[src/rtl/seq_mul_pkg.sv]
// Shared types and helpers for the sequential shift-and-add multiplier.
package seq_mul_pkg;

  typedef enum logic [1:0] {
    IDLE = 2'd0,
    RUN  = 2'd1,
    DONE = 2'd2
  } state_t;

  // Iteration counter width; a 1-bit floor keeps degenerate widths legal.
  function automatic int unsigned cnt_width(input int unsigned width);
    return (width < 2) ? 1 : $clog2(width);
  endfunction

endpackage

[src/rtl/seq_mul_absval.sv]
// Two's-complement operand to unsigned magnitude plus sign bit.
// The most negative value maps to 2^(WIDTH-1), which still fits WIDTH unsigned bits.
module seq_mul_absval #(
  parameter int unsigned WIDTH = 8
) (
  input  logic [WIDTH-1:0] i_val,
  output logic [WIDTH-1:0] o_mag,
  output logic             o_sign
);

  assign o_sign = i_val[WIDTH-1];
  assign o_mag  = o_sign ? ((~i_val) + WIDTH'(1)) : i_val;

endmodule

[src/rtl/seq_multiplier.sv]
// Handshaked shift-and-add multiplier: one partial-product bit per cycle, WIDTH cycles per product.
// Define SEQ_MUL_SIGNED_EN to add the sgn port and two's-complement operand support.
module seq_multiplier
  import seq_mul_pkg::*;
#(
  parameter int unsigned WIDTH = 8
) (
  input  logic               clk,
  input  logic               rst,
  input  logic               in_valid,
  output logic               in_ready,
  input  logic [WIDTH-1:0]   x,
  input  logic [WIDTH-1:0]   y,
`ifdef SEQ_MUL_SIGNED_EN
  input  logic               sgn,
`endif
  output logic               out_valid,
  input  logic               out_ready,
  output logic [2*WIDTH-1:0] z,
  output logic               busy
);

  localparam int unsigned CW = cnt_width(WIDTH);
  localparam int unsigned PW = 2 * WIDTH;

  state_t             r_state;
  state_t             w_state_next;
  logic [WIDTH-1:0]   r_mcand;
  logic [PW-1:0]      r_acc;
  logic [CW-1:0]      r_cnt;
  logic               r_neg;
  logic               r_out_valid;
  logic [PW-1:0]      r_z;

  logic [WIDTH-1:0]   w_x_op;
  logic [WIDTH-1:0]   w_y_op;
  logic               w_neg;
  logic [WIDTH:0]     w_sum;
  logic [PW-1:0]      w_acc_next;
  logic [PW-1:0]      w_z_final;
  logic               w_last;

`ifdef SEQ_MUL_SIGNED_EN
  logic [WIDTH-1:0]   w_x_mag;
  logic [WIDTH-1:0]   w_y_mag;
  logic               w_x_sign;
  logic               w_y_sign;

  seq_mul_absval #(.WIDTH(WIDTH)) u_abs_x (.i_val(x), .o_mag(w_x_mag), .o_sign(w_x_sign));
  seq_mul_absval #(.WIDTH(WIDTH)) u_abs_y (.i_val(y), .o_mag(w_y_mag), .o_sign(w_y_sign));

  assign w_x_op = sgn ? w_x_mag : x;
  assign w_y_op = sgn ? w_y_mag : y;
  assign w_neg  = sgn & (w_x_sign ^ w_y_sign);
`else
  assign w_x_op = x;
  assign w_y_op = y;
  assign w_neg  = 1'b0;
`endif

  // Upper half of the accumulator plus the gated multiplicand; the carry becomes the new MSB.
  assign w_sum      = {1'b0, r_acc[PW-1:WIDTH]} + (r_acc[0] ? {1'b0, r_mcand} : '0);
  assign w_acc_next = {w_sum, r_acc[WIDTH-1:1]};
  assign w_z_final  = r_neg ? (-w_acc_next) : w_acc_next;
  assign w_last     = (r_state == RUN) && (r_cnt == '0);

  always_ff @(posedge clk or posedge rst) begin
    if (rst) r_state <= IDLE;
    else     r_state <= w_state_next;
  end

  always_comb begin
    w_state_next = r_state;
    case (r_state)
      IDLE:    if (in_valid)  w_state_next = RUN;
      RUN:     if (w_last)    w_state_next = DONE;
      DONE:    if (out_ready) w_state_next = IDLE;
      default: w_state_next = IDLE;
    endcase
  end

  // Datapath: the multiplier occupies the low half of the accumulator and shifts out as the product shifts in.
  always_ff @(posedge clk or posedge rst) begin
    if (rst) begin
      r_mcand     <= '0;
      r_acc       <= '0;
      r_cnt       <= '0;
      r_neg       <= 1'b0;
      r_out_valid <= 1'b0;
      r_z         <= '0;
    end else begin
      case (r_state)
        IDLE: begin
          if (in_valid) begin
            r_mcand <= w_x_op;
            r_acc   <= {{WIDTH{1'b0}}, w_y_op};
            r_cnt   <= CW'(WIDTH - 1);
            r_neg   <= w_neg;
          end
        end
        RUN: begin
          r_acc <= w_acc_next;
          if (w_last) begin
            r_z         <= w_z_final;
            r_out_valid <= 1'b1;
          end else begin
            r_cnt <= r_cnt - CW'(1);
          end
        end
        DONE: begin
          if (out_ready) r_out_valid <= 1'b0;
        end
        default: ;
      endcase
    end
  end

  assign in_ready  = (r_state == IDLE);
  assign busy      = (r_state != IDLE);
  assign out_valid = r_out_valid;
  assign z         = r_z;

endmodule

[config.mk]
export PLATFORM = sky130hd
export DESIGN_NAME = seq_multiplier
export DESIGN_NICKNAME = d
export VERILOG_FILES = /design/src/rtl/seq_mul_pkg.sv /design/src/rtl/seq_mul_absval.sv /design/src/rtl/seq_multiplier.sv
export SDC_FILE = /design/constraint.sdc
export NUM_CORES = 1
export LEC_CHECK = 0
export BUFFER_PORTS_ARGS = -buffer_cell sky130_fd_sc_hd__buf_2
export CORE_MARGIN = 2
export CORE_UTILIZATION = 31
export CTS_CLUSTER_SIZE = 16
export DETAILED_ROUTE_END_ITERATION = 8
export GPL_TIMING_DRIVEN = 0
export RECOVER_POWER = 100
export SLEW_MARGIN = 20
export SYNTH_ARGS = -nofsm -noshare
export SYNTH_HDL_FRONTEND = slang
export SYNTH_SLANG_ARGS = --single-unit
export TNS_END_PERCENT = 20
[constraint.sdc]
create_clock -name clk -period 6.54 [get_ports clk]
set_clock_uncertainty 0.05 [all_clocks]
set_input_delay 0.981 -clock clk [delete_from_list [all_inputs] [get_ports clk]]
set_output_delay 0.981 -clock clk [all_outputs]
set_load 0.03 [all_outputs]
==> impl_metrics.json <==
{
  "setup_tns_ns": 0,
  "syn_to_final_growth_pct": 17.96,
  "slew_viol_final": 0,
  "io_pins": 39,
  "worst_ep_required_time_ns": 6.70,
  "routed_wl_mm": 4.335,
  "tightest_slew_ns": 1.307,
  "synth.top_cells.by_count": "nand2_1, dfrtp_1, o21ai_0",
  "ir_drop_uv": 137.4,
  "rsz0062_at_grt": "no",
  "cp-end-kind": "asynchronous set/reset pin",
  "netlist_instances": 218,
  "placedCellCount": 353,
  "cpLargestDelayFamily": "buffers and inverters",
  "avgViaCountPerCell": 4.380,
  "crit_slowest_cell": "clkbuf_1",
  "drtAntennaViolNets": 0,
  "grt_pass1_vias": 1557,
  "max_cap_violations": 0,
  "grt_max_degree": 25,
  "fin_crit_sh": 0.3918,
  "cts.sinks": 46,
  "rows": 30,
  "tritoncts": "done",
  "synth_most_common_cell": "nand2_1",
  "htree_levels": 2,
  "power.density_nw_per_um2": 502.4,
  "synth.distinct_cells": 33,
  "async_reset_ff_frac": 1.000,
  "worst_path_largest_cell_delay_ns": 1.02,
  "drive_gt1_frac": 0.1547,
  "vias": 1581,
  "yosysWarningCount": 0,
  "core_area_um2": 6869,
  "grt_pass1_wl_mm": 7.307,
  "crit_chain": "buf_2, inv_1, clkbuf_1",
  "critPathMaxFanout": 24,
  "cts_resized": 0,
  "critPathLaunchType": "input port",
  "finalSetupViolations": 0,
  "die-width_um": 88.67,
  "antenna_found_initial": 0,
  "path_buf_inv": 3,
  "die_h_um": 88.67,
  "gp_congestion": 0.8341,
  "drtIter0Drc": 62,
  "synth_top_area_frac": 0.5180,
  "synth_fp_nets": 249,
  "leakagePower_uw": 0.001228,
  "synthFlopType": "dfrtp_1",
  "drc": 0,
  "synth_area_leaders": "dfrtp_1, nand2_1, ha_1, o21ai_0, mux2_2",
  "start_util": 0.3235,
  "post_drt_wl_per_cell_um": 12.01,
  "nNetsFinal": 295,
  "status": "complete, no violations",
  "postCtsHoldBufs": 0,
  "io_buffers": 38,
  "criticalPathCategory": "in -> async",
  "min_period_ns": 2.562,
  "antenna_cells": 0,
  "die_area_um2": 7861,
  "post-route-util": 0.3816,
  "grtUsageTotal": 0.1220,
  "synth_area_leader_cell": "dfrtp_1",
  "cp.arrival_ns": 2.72,
  "synth_edf_count": 0,
  "hp-class": "reg -> reg",
  "cts-root-buf": "clkbuf_8",
  "dr.pass1.iters": 5,
  "finalHoldViolCount": 0,
  "final_cells": 361,
  "cts_inserted_buffers": 5,
  "grt_overflow": 0,
  "cts_setup_buffers": 0,
  "avgSynthCellArea_um2": 10.19,
  "max_clock_freq_mhz": 390.3,
  "ys_seq_elements": 46,
  "path_clk_slew_ns": 0.08,
  "slew_headroom": 0.1283,
  "clockBufferDepth": 2,
  "place_hpwl_mm": 3.286,
  "clk_latency_ns": 0.31,
  "syn-cell-area_um2": 2222,
  "yosysSeqAreaShare": 0.5180
}
flip-flops by register name, indices dropped and copies added (netlist names):
register and cells:
out_valid 1, z 16, r_cnt 3, r_state 2, r_acc 16, r_mcand 8
worst register-to-register path, cell delays in order, from the launching register on:
cell      delay, ns
dfrtp_1        0.46
and2_0         0.17
ha_1           0.22
fa_1           0.42
a21oi_1        0.25
o211ai_1       0.14
a211o_1        0.30
nand2_1        0.09
o21ai_0        0.07
final timing paths:
path / startpoint / endpoint / slack [ns] / cells after the start
hold / removal: z[3] / z[3] / 0.43 / 2
setup / recovery: rst / r_acc[2] / 3.98 / 3
max in group clk: r_state[1] / in_ready / 4.12 / 3
min in group asynchronous: rst / z[5] / 0.79 / 2
setup reg to reg: r_acc[0] / z[13] / 4.26 / 8
hold reg to reg: z[3] / z[3] / 0.43 / 2
placed cells by master (no fill, tap or decap), types with 6 or more instances in the layout:
master,netlist,final
clkbuf_1,1,25
buf_2,2,20
nand2_1,56,56
dfrtp_1,46,46
inv_1,7,7
mux2_2,8,8
o21ai_0,19,23
nor2_1,6,8
mux2i_1,8,8
and2_1,9,6
ha_1,10,10
kinds of logic (layout without fill, tap and decap cells):
kind of cell,count (synthesis),after routing,synth area share
fa+ha+maj,11,11,0.06532
compound gates,45,45,0.1216
simple gates,80,80,0.1554
xor+xnor,5,5,0.01971
buf+inv,15,62,0.04335
flops,46,46,0.5180
mux,16,16,0.07658
layout make-up:
cell class / count / area, µm²
Clock buffer: 5 / 68.82
Clock inverter: 3 / 68.82
Inverter: 7 / 26.28
Sequential cell: 46 / 1151
Tap cell: 96 / 120.1
Fill cell: 720 / 4248
Buffer: 8 / 46.29
Multi-Input combinational cell: 157 / 969.7
Timing Repair Buffer: 39 / 170.2
power breakdown:
group | internal [µW] | leakage (µW) | switching (µW)
registers | 411 | 0.000569 | 74.5
clock network | 153 | 0.0000683 | 101
logic | 222 | 0.000591 | 356
routing by layer:
metal,vias to the layer above,global-route usage,part of all wire
li1,824,-,-
met1,723,0.1638,0.49
met2,29,0.1839,0.44
met3,5,0.03358,0.049
met4,0,0.05372,0.021
met5,-,0,0
stage by stage:
step	hold WS [ns]	total power [µW]	instance area, µm²	setup WS [ns]
global placement	0.4055	1089	2532	3.804
detailed placement	0.4077	1108	2560	4.233
CTS	0.4294	1365	2698	4.223
floorplan	0.3991	950.5	2222	4.421
global route	0.4617	1433	2621	3.582
finish	0.4268	1317	2621	3.978
No activity file was read; power rests on OpenSTA's default activity.
